### config.mk
export PLATFORM = sky130hd
export DESIGN_NAME = icmp_rx
export DESIGN_NICKNAME = d
export VERILOG_FILES = /design/src/rtl/icmp_rx_pkg.sv /design/src/rtl/icmp_cksum_acc.sv /design/src/rtl/icmp_rx.sv
export SDC_FILE = /design/constraint.sdc
export NUM_CORES = 1
export LEC_CHECK = 0
export CORE_ASPECT_RATIO = 0.75
export CORE_MARGIN = 10
export CORE_UTILIZATION = 30
export DETAILED_ROUTE_END_ITERATION = 12
export GPL_TIMING_DRIVEN = 0
export PLACE_DENSITY = 0.62
export REMOVE_ABC_BUFFERS = 1
export SYNTH_ARGS = -nofsm -noshare
export SYNTH_HDL_FRONTEND = slang
export SYNTH_SLANG_ARGS = --single-unit
### constraint.sdc
create_clock -name i_clk -period 8.4 [get_ports i_clk]
set_input_delay 1.26 -clock i_clk [delete_from_list [all_inputs] [get_ports i_clk]]
set_output_delay 1.26 -clock i_clk [all_outputs]
set_load 0.05 [all_outputs]
### src/rtl/icmp_rx_pkg.sv
// rtl/icmp_rx_pkg.sv - shared ICMP constants, user-field layout and FSM states
package icmp_rx_pkg;

    localparam logic [7:0] ICMP_ECHO_REQ = 8'd8;
    localparam logic [7:0] ICMP_ECHO_REP = 8'd0;
    localparam logic [7:0] IP_PROTO_ICMP = 8'd1;

    // Bit positions inside s_axis_ip_user
    localparam int USER_LEN_LSB    = 40;
    localparam int USER_FLAG_LSB   = 37;
    localparam int USER_PROTO_LSB  = 29;
    localparam int USER_OFFSET_LSB = 16;
    localparam int USER_ID_LSB     = 0;

    typedef enum logic [1:0] {
        ST_IDLE,
        ST_BODY,
        ST_DROP,
        ST_CHECK
    } state_t;

    function automatic logic [3:0] popcount8(input logic [7:0] k);
        logic [3:0] c;
        c = 4'd0;
        for (int i = 0; i < 8; i++) begin
            c = c + {3'd0, k[i]};
        end
        return c;
    endfunction

endpackage

### src/rtl/icmp_cksum_acc.sv
// rtl/icmp_cksum_acc.sv - masked 4-word ones-complement accumulator with two-stage fold
module icmp_cksum_acc (
    input  logic        i_clk,
    input  logic        i_rst,
    input  logic        i_clr,
    input  logic        i_en,
    input  logic [63:0] i_data,
    input  logic [7:0]  i_keep,
    output logic [15:0] o_fold
);

    logic [63:0] masked;
    logic [17:0] beat_sum;
    logic [31:0] sum_d, sum_q;
    logic [16:0] fold1;

    always_comb begin
        masked = 64'd0;
        for (int i = 0; i < 8; i++) begin
            masked[8*i +: 8] = i_data[8*i +: 8] & {8{i_keep[i]}};
        end
        beat_sum = {2'b00, masked[63:48]} + {2'b00, masked[47:32]}
                 + {2'b00, masked[31:16]} + {2'b00, masked[15:0]};
    end

    // Clear together with enable loads the first beat directly
    always_comb begin
        sum_d = sum_q;
        if (i_en) begin
            sum_d = (i_clr ? 32'd0 : sum_q) + {14'd0, beat_sum};
        end else if (i_clr) begin
            sum_d = 32'd0;
        end
    end

    always_ff @(posedge i_clk) begin
        if (i_rst) begin
            sum_q <= 32'd0;
        end else begin
            sum_q <= sum_d;
        end
    end

    assign fold1  = {1'b0, sum_q[31:16]} + {1'b0, sum_q[15:0]};
    assign o_fold = fold1[15:0] + {15'd0, fold1[16]};

endmodule

### src/rtl/icmp_rx.sv
// rtl/icmp_rx.sv - receive-side ICMP parser: checksum check and echo event reporting
module icmp_rx
    import icmp_rx_pkg::*;
#(
    parameter int         P_CNT_W = 16,
    parameter logic [7:0] P_PROTO = IP_PROTO_ICMP
) (
    input  logic               i_clk,
    input  logic               i_rst,
    input  logic [63:0]        s_axis_ip_data,
    input  logic [55:0]        s_axis_ip_user,
    input  logic [7:0]         s_axis_ip_keep,
    input  logic               s_axis_ip_last,
    input  logic               s_axis_ip_valid,
    output logic               s_axis_ip_ready,
    output logic               o_echo_req_valid,
    output logic               o_echo_rep_valid,
    output logic [15:0]        o_identifier,
    output logic [15:0]        o_sequence,
    output logic [15:0]        o_payload_len,
    output logic               o_cksum_err,
    output logic               o_len_err,
    output logic [P_CNT_W-1:0] o_rx_cnt,
    output logic [P_CNT_W-1:0] o_err_cnt
);

    state_t state_d, state_q;
    logic [7:0]  type_d, type_q, code_d, code_q;
    logic [15:0] id_d, id_q, seq_d, seq_q, cnt_d, cnt_q;
    logic        req_d, req_q, rep_d, rep_q, ck_d, ck_q, len_d, len_q;
    logic [15:0] oid_d, oid_q, oseq_d, oseq_q, olen_d, olen_q;
    logic [P_CNT_W-1:0] rx_d, rx_q, err_d, err_q;
    logic        ready, beat, drop, acc_en, acc_clr;
    logic [15:0] fold;
    logic [15:0] beat_bytes;
    logic        unused_user;

    assign ready = !i_rst && (state_q != ST_CHECK);
    assign beat  = s_axis_ip_valid && ready;
    assign beat_bytes = {12'd0, popcount8(s_axis_ip_keep)};
    assign drop  = (s_axis_ip_user[USER_PROTO_LSB +: 8] != P_PROTO)
                 || s_axis_ip_user[USER_FLAG_LSB]
                 || (s_axis_ip_user[USER_OFFSET_LSB +: 13] != 13'd0);
    assign unused_user = ^{s_axis_ip_user[USER_LEN_LSB +: 16],
                           s_axis_ip_user[USER_FLAG_LSB+1 +: 2],
                           s_axis_ip_user[USER_ID_LSB +: 16]};

    icmp_cksum_acc u_acc (
        .i_clk  (i_clk),
        .i_rst  (i_rst),
        .i_clr  (acc_clr),
        .i_en   (acc_en),
        .i_data (s_axis_ip_data),
        .i_keep (s_axis_ip_keep),
        .o_fold (fold)
    );

    always_comb begin
        state_d = state_q;
        type_d  = type_q;
        code_d  = code_q;
        id_d    = id_q;
        seq_d   = seq_q;
        cnt_d   = cnt_q;
        req_d   = 1'b0;
        rep_d   = 1'b0;
        ck_d    = 1'b0;
        len_d   = 1'b0;
        oid_d   = oid_q;
        oseq_d  = oseq_q;
        olen_d  = olen_q;
        rx_d    = rx_q;
        err_d   = err_q;
        acc_en  = 1'b0;
        acc_clr = 1'b0;
        case (state_q)
            ST_IDLE: begin
                if (beat) begin
                    if (drop) begin
                        state_d = s_axis_ip_last ? ST_IDLE : ST_DROP;
                    end else begin
                        acc_en  = 1'b1;
                        acc_clr = 1'b1;
                        cnt_d   = beat_bytes;
                        type_d  = s_axis_ip_data[63:56];
                        code_d  = s_axis_ip_data[55:48];
                        id_d    = s_axis_ip_data[31:16];
                        seq_d   = s_axis_ip_data[15:0];
                        state_d = s_axis_ip_last ? ST_CHECK : ST_BODY;
                    end
                end
            end
            ST_BODY: begin
                if (beat) begin
                    acc_en = 1'b1;
                    cnt_d  = cnt_q + beat_bytes;
                    if (s_axis_ip_last) begin
                        state_d = ST_CHECK;
                    end
                end
            end
            ST_DROP: begin
                if (beat && s_axis_ip_last) begin
                    state_d = ST_IDLE;
                end
            end
            ST_CHECK: begin
                state_d = ST_IDLE;
                if (cnt_q < 16'd8) begin
                    len_d = 1'b1;
                    if (err_q != {P_CNT_W{1'b1}}) err_d = err_q + 1'b1;
                end else if (fold != 16'hFFFF) begin
                    ck_d = 1'b1;
                    if (err_q != {P_CNT_W{1'b1}}) err_d = err_q + 1'b1;
                end else if (code_q == 8'd0 &&
                             (type_q == ICMP_ECHO_REQ || type_q == ICMP_ECHO_REP)) begin
                    req_d  = (type_q == ICMP_ECHO_REQ);
                    rep_d  = (type_q == ICMP_ECHO_REP);
                    oid_d  = id_q;
                    oseq_d = seq_q;
                    olen_d = cnt_q - 16'd8;
                    if (rx_q != {P_CNT_W{1'b1}}) rx_d = rx_q + 1'b1;
                end
            end
            default: state_d = ST_IDLE;
        endcase
    end

    always_ff @(posedge i_clk) begin
        if (i_rst) begin
            state_q <= ST_IDLE;
            type_q  <= 8'd0;
            code_q  <= 8'd0;
            id_q    <= 16'd0;
            seq_q   <= 16'd0;
            cnt_q   <= 16'd0;
            req_q   <= 1'b0;
            rep_q   <= 1'b0;
            ck_q    <= 1'b0;
            len_q   <= 1'b0;
            oid_q   <= 16'd0;
            oseq_q  <= 16'd0;
            olen_q  <= 16'd0;
            rx_q    <= '0;
            err_q   <= '0;
        end else begin
            state_q <= state_d;
            type_q  <= type_d;
            code_q  <= code_d;
            id_q    <= id_d;
            seq_q   <= seq_d;
            cnt_q   <= cnt_d;
            req_q   <= req_d;
            rep_q   <= rep_d;
            ck_q    <= ck_d;
            len_q   <= len_d;
            oid_q   <= oid_d;
            oseq_q  <= oseq_d;
            olen_q  <= olen_d;
            rx_q    <= rx_d;
            err_q   <= err_d;
        end
    end

    assign s_axis_ip_ready  = ready;
    assign o_echo_req_valid = req_q;
    assign o_echo_rep_valid = rep_q;
    assign o_cksum_err      = ck_q;
    assign o_len_err        = len_q;
    assign o_identifier     = oid_q;
    assign o_sequence       = oseq_q;
    assign o_payload_len    = olen_q;
    assign o_rx_cnt         = rx_q;
    assign o_err_cnt        = err_q;

endmodule

==> impl_metrics.yaml, run 1 <==
placed_design:
  gp_congestion: 0.8206
  io_buffers: 182
  place_hpwl_mm: 25.99
  preCtsSetupSlack_ns: -0.1579
  dpl_cell_area_um2: 14160
logic_synthesis:
  synthesis.area_um2: 11740
  netlist.area_leader.share: 0.3104
  synth_edf_count: 0
  synth_commonest_cells: "nand2_1 (186), dfxtp_1 (182), nor2_1 (146), a21oi_1 (128), inv_1 (79)"
  synth_area_leaders: "dfxtp_1 (31%), ha_1 (8.3%), nand2_1 (5.9%), a21oi_1 (5.5%), nor2_1 (4.7%)"
  ys_warn_count: 0
  synthArstFlopShare: 0
  avgSynthCellArea_um2: 8.118
  yosysUniqueCellTypes: 74
  yosys_most_used_dff: "dfxtp_1"
  synthCells: 1446
  seq_area_frac_synth: 0.3104
  synth.most_common_cell: "nand2_1"
  synth_seq_cells: 182
  yosys.area.top_type: "dfxtp_1"
setup_path:
  r2r_cells: 18
  r2r_setup_slack_ns: 2.63
  cp.arrival_ns: 8.15
  cp-end-kind: "register"
  path_buf_inv: 3
  reg2reg_from: "u_acc.sum_q[16]"
  crit_fanout: 9
  crit_slowest_cell: "clkdlybuf4s50_1"
  slowest_delay_ns: 0.71
  worstPathRequired_ns: 8.74
  worst_r2r_endpoint: "o_rx_cnt[4]"
  crit_top_cell: "a21o_1"
  critPathKind: "in2reg"
  cp-start-kind: "input port"
  path_delay_family: "compound AO/OA/AOI/OAI gates"
detailed_routing:
  drt_iter0_drc: 618
  drtPass1Iterations: 5
  antenna_left: 0
  drc: 0
  post_drt_wl_per_cell_um: 15.81
  dr_total_vias: 10490
  wirelength_mm: 33.58
  viasPerCell: 4.941
sta:
  finClkSkew_ns: 0.01312
  slew_violations: 0
  whs_ns: 0.4562
  relSlewSlack: 0.2617
  fin_ws_ns: 0.5897
  setup_viol: 0
  fin_crit_sh: 0.9298
  period_needed_ns: 7.810
  max_freq_ghz: 0.1280
  rsz0062_at_grt: "no"
  final-hold-violation-count: 0
  tightest_slew_ns: 1.080
clock_network:
  cts_tree: "done"
  cts_sinks: 182
  cts-root-buf: "clkbuf_16"
  clk_pin_slew_ns: 0.08
  numCtsBuffers: 17
  clockBufferDepth: 2
  clock_latency_ns: 0.46
  h-tree-depth: 4
hold_path:
  hold_path_depth: 2
  hold_path_end: "seq_q[12]"
  min_path_type: "reg2reg"
  hold_start: "seq_q[12]"
floorplan:
  ioPinCount: 217
  die_w_um: 248.4
  fp.dieH_um: 191.3
  rows: 62
  dieArea_um2: 47520
  start_util: 0.3051
  core_area_um2: 38480
final_layout:
  nFillCells: 3941
  area_growth_pct: 25.61
  drive_gt1_frac: 0.05152
  fin_area_um2: 14750
  final_util: 0.3832
  fin_nets: 1833
global_routing:
  first_global_vias: 10220
  grt_first_pass_wirelength_mm: 53.99
  gr-total-overflow: 0
  grt_max_degree: 115
  antenna_found_initial: 0
  grt_use_total: 0.1393
run:
  maxCapViolations: 0
power_and_ir_drop:
  p_leak_nw: 6.202
  cellPowerDensity_nw_per_um2: 144.8
  ir_worst_vdd_mv: 0.09767
outcome:
  status: "complete, no violations"
==> worst min-delay path, cell delays in order (launching register included) <==
cell and delay [ns]:
dfxtp_1 0.31, nand2_1 0.05, a21oi_1 0.05
==> registers in the layout, summed over array words and instances (netlist names), 2 cells and up <==
signal,count
o_rx_cnt,16
id_q,16
o_sequence,16
cnt_q,16
o_err_cnt,16
u_acc.sum_q,32
type_q,8
o_payload_len,16
o_identifier,16
code_q,8
state_q,2
seq_q,16
==> final cells by class <==
cell class / instances / area, µm² / share of cell area
Inverter: 79 / 296.5 / 0.02011
Tap cell: 512 / 640.6 / 0.04345
Timing Repair Buffer: 198 / 2028 / 0.1375
Multi-Input combinational cell: 1120 / 7564 / 0.5129
Sequential cell: 182 / 3643 / 0.2471
Clock buffer: 18 / 439.2 / 0.02978
Clock inverter: 14 / 131.4 / 0.008910
Antenna cell: 1 / 2.502 / 0.0001697
==> repair_timing <==
action / CTS / global route
setup buffers: 0 / 0
endpoints found under the setup margin: 0 / 15
hold buffers: 0 / 0
resized for setup: 0 / 2
==> worst max path at each step <==
| stage | slack (ns) | to | cells past startpoint | from |
|---|---|---|---|---|
| 2_1_floorplan | -1.45 | u_acc.sum_q[13] | 14 | i_rst |
| 3_3_place_gp | -11.59 | u_acc.sum_q[11] | 16 | i_rst |
| 3_5_place_dp | -0.16 | u_acc.sum_q[31] | 29 | s_axis_ip_keep[6] |
| 4_1_cts | 0.29 | u_acc.sum_q[31] | 29 | s_axis_ip_keep[6] |
| 5_1_grt | 0.15 | u_acc.sum_q[28] | 31 | s_axis_ip_keep[6] |
| 6_report | 0.59 | u_acc.sum_q[28] | 30 | s_axis_ip_keep[6] |
==> cell usage in the layout, fill, tap and decap left out, types with 25 or more instances in the layout <==
master and count:
nand2_1 186, xor2_1 51, mux2i_1 50, fa_1 25, clkdlybuf4s50_1 181, and2_1 44
inv_1 79, xnor2_1 38, nand3_1 35, nor2_1 146, o21ai_0 35, ha_1 78
nor2b_1 30, dfxtp_1 182, a21oi_1 128
==> where the power goes <==
group          internal (W)  switching (W)
Sequential         0.000862    0.000000953
Combinational      0.000207       0.000257
Clock              0.000401       0.000408
==> per-layer routing <==
layer,global-route usage,vias up,part of all wire
met1,0.1840,4966,0.49
met2,0.2198,205,0.44
li1,-,5300,-
met3,0.04330,23,0.059
met5,0,-,0
met4,0.02785,0,0.0085
==> stage by stage <==
step / power [W] / TNS, ns / std cells
global placement: 0.001331 / -836.29 / 2075
CTS: 0.002168 / 0 / 2123
finish: 0.002136 / 0 / 2124
global route: 0.002271 / 0 / 2123
detailed placement: 0.001341 / -1.237 / 2091
floorplan: 0.001199 / -33.04 / 1381
==> cells by family after synthesis <==
family | after synthesis | synth area share
buffers and inverters | 144 | 0.04690
adder cells (fa/ha/maj) | 103 | 0.1258
XOR/XNOR | 89 | 0.06640
AND/OR/NAND/NOR | 583 | 0.2418
multiplexers | 59 | 0.05127
flip-flops | 182 | 0.3104
AO/OA/AOI/OAI | 286 | 0.1574
Note: power is estimated with default switching activity, not from simulation.
==> run 2: changes to the inputs <==
--- a/config.mk
+++ b/config.mk
@@ -15,3 +15,4 @@
 export SYNTH_ARGS = -nofsm -noshare
 export SYNTH_HDL_FRONTEND = slang
 export SYNTH_SLANG_ARGS = --single-unit
+export TNS_END_PERCENT = 100
==> results of run 2 <==
Same layout as run 1: the final DEF is identical, and so are final timing and power.
==> run 3: changes to the inputs <==
--- a/config.mk
+++ b/config.mk
@@ -5,6 +5,7 @@
 export SDC_FILE = /design/constraint.sdc
 export NUM_CORES = 1
 export LEC_CHECK = 0
+export CAP_MARGIN = 20
 export CORE_ASPECT_RATIO = 0.75
 export CORE_MARGIN = 10
 export CORE_UTILIZATION = 30
@@ -15,4 +16,3 @@
 export SYNTH_ARGS = -nofsm -noshare
 export SYNTH_HDL_FRONTEND = slang
 export SYNTH_SLANG_ARGS = --single-unit
-export TNS_END_PERCENT = 100
==> run 3 against run 2 <==
Global-route usage increased by 0.071 points. Setup slack improved by 0.0073 ns. Non-clock buffer count increased by 1. First-iteration DRC count increased by 2.8%. Flip-flop and latch count unchanged. Critical path type unchanged. Largest power group unchanged.
==> impl_metrics.yaml, run 3 (same netlist as run 1, synthesis figures left out) <==
global_routing:
  antenna_found_initial: 0
  gr-total-overflow: 0
  grt_first_pass_wirelength_mm: 54.43
  first_global_vias: 10280
  grt_max_degree: 115
  grt_use_total: 0.1400
floorplan:
  ioPinCount: 217
  rows: 62
  dieArea_um2: 47520
  die_w_um: 248.4
  fp.dieH_um: 191.3
  core_area_um2: 38480
  start_util: 0.3051
final_layout:
  diodes: 0
  fin_nets: 1834
  regMostFlops: "u_acc.sum_q"
  largest_register_ffs: 32
  final_cell_mix: "nand2_1 (186), dfxtp_1 (182), clkdlybuf4s50_1 (181), nor2_1 (146), a21oi_1 (128)"
  layout_commonest_cell: "nand2_1"
  nFillCells: 3934
  area_growth_pct: 25.93
  fin_area_um2: 14780
  final_util: 0.3842
  drive_gt1_frac: 0.05149
setup_path:
  cp-start-kind: "input port"
  cp-end-kind: "register"
  crit_slowest_cell: "clkdlybuf4s50_1"
  cp.arrival_ns: 8.14
  r2r_cells: 18
  slowest_delay_ns: 0.69
  crit_fanout: 9
  worst_r2r_endpoint: "o_rx_cnt[4]"
  critPathKind: "in2reg"
  reg2reg_from: "u_acc.sum_q[16]"
  r2r_setup_slack_ns: 2.62
  worstPathRequired_ns: 8.73
clock_network:
  cts-root-buf: "clkbuf_16"
  clk_pin_slew_ns: 0.08
  cts_tree: "done"
  clockBufferDepth: 2
  numCtsBuffers: 17
  cts_sinks: 182
  clock_latency_ns: 0.46
  h-tree-depth: 4
hold_path:
  min_path_type: "reg2reg"
  hold_start: "id_q[9]"
  hold_path_end: "id_q[9]"
  hold_path_depth: 2
sta:
  tightest_slew_ns: 0.9712
  fin_ws_ns: 0.5970
  max_freq_ghz: 0.1282
  finClkSkew_ns: 0.01375
  setup_viol: 0
  fin_crit_sh: 0.9289
  period_needed_ns: 7.803
  rsz0062_at_grt: "no"
  slew_violations: 0
  final-hold-violation-count: 0
  relSlewSlack: 0.3525
detailed_routing:
  drc: 0
  drt_iter0_drc: 635
  dr_total_vias: 10460
  viasPerCell: 4.922
  wirelength_mm: 33.41
  antenna_left: 0
  post_drt_wl_per_cell_um: 15.73
  drtPass1Iterations: 6
power_and_ir_drop:
  ir_worst_vdd_mv: 0.1101
  cellPowerDensity_nw_per_um2: 146.4
  p_leak_nw: 6.223
placed_design:
  gp_congestion: 0.8206
  io_buffers: 182
  place_hpwl_mm: 25.95
  preCtsSetupSlack_ns: -0.1397
  dpl_cell_area_um2: 14160
run:
  maxCapViolations: 0
outcome:
  status: "complete, no violations"
-- run 3: what timing repair did --
action | in CTS | in global routing
setup endpoints to repair | 0 | 15
setup buffers | 0 | 0
resized for setup | 0 | 2
hold buffers | 0 | 0
-- run 3: final cells by class --
type                       instances  area, µm²  area share
clock buffer                      18      439.2     0.02971
tap                              512      640.6     0.04333
sequential                       182       3643      0.2465
inverter                          79      296.5     0.02006
multi-input combinational       1120       7564      0.5116
clock inverter                    14      158.9     0.01075
timing repair buffer             199       2041      0.1380
-- run 3: report_power, final --
part	internal, W	switching, W
Sequential	0.000862	0.000000968
Clock	0.000431	0.000407
Combinational	0.000207	0.000257
Total	0.00150	0.000665
-- run 3: worst max-delay path by stage --
stage,from,end,slack (ns)
final,s_axis_ip_keep[6],u_acc.sum_q[28],0.60
after global routing,s_axis_ip_keep[6],u_acc.sum_q[28],0.15
after CTS,s_axis_ip_keep[6],u_acc.sum_q[31],0.32
after detailed placement,s_axis_ip_keep[6],u_acc.sum_q[31],-0.14
after global placement,i_rst,u_acc.sum_q[11],-11.59
after floorplan,i_rst,u_acc.sum_q[13],-1.45
-- run 3: routing by layer --
layer,up-vias,global-route usage,wire length [µm]
met5,-,0,0
met4,0,0.03042,322
met3,21,0.04086,1910
met2,199,0.2172,14520
met1,4918,0.1886,16650
li1,5317,-,-
-- run 3: metrics by stage --
stage	hold slack [ns]	instances	total power (W)	TNS, ns
after CTS	0.4565	2123	0.002195	0
after global placement	0.4371	2075	0.001331	-836.29
after global routing	0.4680	2124	0.002300	0
after floorplan	0.4128	1381	0.001199	-33.04
final	0.4542	2124	0.002165	0
after detailed placement	0.4445	2091	0.001341	-1.119
-- run 3: worst max-delay path: cells and delay by family --
family / cells / cell delay, ns
AO/OA/AOI/OAI: 12 / 2.85
XOR/XNOR: 2 / 0.34
adder cells (fa/ha/maj): 5 / 1.64
buffers and inverters: 3 / 0.80
AND/OR/NAND/NOR: 9 / 1.25
==> RTL edit: new RTL, flow settings as in run 3 <==
The package constant `USER_OFFSET_LSB` goes from 16 to 18.
--- a/src/rtl/icmp_rx_pkg.sv
+++ b/src/rtl/icmp_rx_pkg.sv
@@ -9,7 +9,7 @@
     localparam int USER_LEN_LSB    = 40;
     localparam int USER_FLAG_LSB   = 37;
     localparam int USER_PROTO_LSB  = 29;
-    localparam int USER_OFFSET_LSB = 16;
+    localparam int USER_OFFSET_LSB = 18;
     localparam int USER_ID_LSB     = 0;
 
     typedef enum logic [1:0] {
Behaviour: not the same (a bounded check fails within 4 cycles, from zero or initial values and one cycle with i_rst high).
==> RTL edit against run 3 <==
  * Cell count shrank 5.9%
  * Cell area shrank 6.6%
  * Worst setup slack lost 83 ps
  * Fmax shrank 1.1%
  * Critical endpoint is now u_acc.sum_q[19]$_SDFF_PP0_
  * Sequential cell count is the same
  * Sequential power is essentially flat
  * Power grew 0.16%
  * Highest routed layer unchanged
  * Wire length shrank 17%
  * Worst hold slack lost 12 ps
  * Synthesized area shrank 5.0%
==> RTL edit: results (changes against run 3) <==
cells_and_area:
  flip_flop_count_of_the_largest_register_after_layout: 32  # unchanged
  drive_above_1_share: 0.04284  # -0.008651
  num_antenna_cells: 0  # unchanged
  regMostFlops: "u_acc.sum_q"
  n_fill_cell: 3752  # -4.6%
  final_net_count: 1716  # -6.4%
global_routing:
  overflow: 0  # unchanged
  via_count_of_the_first_global_routing_pass: 9234  # -10%
  track_usage: 0.1223  # -0.01769
  grt_util_met2: 0.1993  # -0.01789
  grt_max_degree: 119  # +3.5%
  grt_first_pass_wirelength_mm: 46.69  # -14%
  global_route.usage.met1: 0.1594  # -0.02917
  number_of_antenna_violations_at_the_first_check_in_global_routing: 0  # unchanged
  grtUsageMet3: 0.03196  # -0.008897
placed_design:
  dpl.hpwl_mm: 20.83  # -20%
  placement.io_buffers: 160  # -12%
  gpl.final_weighted_congestion: 0.8035  # -2.1%
  pre_cts_slack_ps: 92.28  # +232.0 ps
critical_path:
  cp_data_arrival_time_ps: 8210  # +70 ps
  crit_slowest_cell: "sky130_fd_sc_hd__clkdlybuf4s50_1"
  critical_path.max_fanout: 9  # unchanged
  critical_path.max_stage_delay_ps: 700
synth:
  post_synth_num_cell_types: 67  # -9.5%
  synth_flop_cell: "sky130_fd_sc_hd__dfxtp_1"
  asyncSetResetFlopFracSynth: 0  # unchanged
  seq_area_frac_synth: 0.3266  # +0.01622
  synth.cells.most_frequent: "sky130_fd_sc_hd__nand2_1 (204), sky130_fd_sc_hd__dfxtp_1 (182), sky130_fd_sc_hd__a21oi_1 (128)"
  yosys_warnings: 0  # unchanged
  synth.area.top_cells: "sky130_fd_sc_hd__dfxtp_1 (33%), sky130_fd_sc_hd__ha_1 (8.7%), sky130_fd_sc_hd__nand2_1 (6.9%)"
clock_network:
  cts_root_buffer: "sky130_fd_sc_hd__clkbuf_16"
  insertion_delay_ps: 460  # about the same
  clock_tree_buffer_depth: 2  # unchanged
  numCtsBuffers: 17  # unchanged
  h-tree-depth: 4  # unchanged
  worst_setup_hold_path_clk_slew_ps: 70
sta:
  skew_ps: 17.64  # +3.892 ps
  worst-slew-pin-transition_ps: 1080  # +108.9 ps
pwr:
  static-leakage-power_nw: 5.520  # -11%
  ir_worst_vdd_mv: 0.1317  # +20%
route:
  firstDrtPassIters: 6  # unchanged
  drt_wl_total_mm: 27.72  # -17%
  route.vias.total: 9557  # -8.6%
  drt-initial-drc-count: 420  # -34%
run_status:
  outcome: "completed"
hold_path:
  hold_class: "reg2reg"
-- RTL edit: what timing repair did --
| action | in CTS | in global routing |
|---|---|---|
| endpoints found under the setup margin | 0 | 4 |
| buffers inserted | 0 | 0 |
| resized for setup | 0 | 1 |
| hold buffers | 0 | 0 |
-- RTL edit: power breakdown --
group          switching [W]  internal (W)
Clock               0.000388      0.000491
Sequential       0.000000451      0.000862
Combinational       0.000228      0.000198
Total               0.000617       0.00155
-- RTL edit: logic make-up after synthesis --
group | share of synthesized area
xor+xnor | 0.06202
simple gates | 0.2562
mux | 0.01806
flops | 0.3266
fa+ha+maj | 0.1323
compound gates | 0.1535
buf+inv | 0.05126
-- RTL edit: worst paths after layout --
check	startpoint	end	slack, ps	depth (start not counted)
min	type_q[3]$_SDFFE_PP0P_	o_echo_rep_valid$_SDFF_PP0_	440	1
max reg2reg	u_acc.sum_q[16]$_SDFF_PP0_	o_rx_cnt[4]$_SDFFE_PP0P_	2760	19
max	s_axis_ip_keep[4]	u_acc.sum_q[19]$_SDFF_PP0_	510	29
min reg2reg	type_q[3]$_SDFFE_PP0P_	o_echo_rep_valid$_SDFF_PP0_	440	1
-- RTL edit: per-layer routing --
layer  part of all wire  wire length, µm  vias up
met5                  0                0        -
met4             0.0080              221        0
met3              0.042             1159       19
met2               0.46            12750      114
met1               0.49            13580     4492
li1                   -                -     4932
-- RTL edit: critical path: cells and delay by family --
family	cells	cell delay (ps)
AOI/OAI and AO/OA	11	2910
xor gates and xnor gates	2	230
adders and majority gates	4	1340
buffers and inverters	3	830
and+or+nand+nor	9	1640
-- RTL edit: area by class of cell --
cell class                 count  area share
clock inverter                14     0.01549
clock buffer                  18     0.03181
multi-input combinational   1049      0.5041
inverter                      68     0.01849
sequential                   182      0.2639
tap                          504     0.04567
timing repair buffer         163      0.1206
-- RTL edit: per-stage QoR --
step	TNS [ps]	utilization	std cells	area, µm²
finish	0	0.3746	1998	13810
floorplan	0	-	1299	10840
global placement	-3530	0.3546	1963	13070
CTS	0	0.3744	1998	13800
global route	0	0.3746	1998	13810
detailed placement	0	0.3567	1966	13150
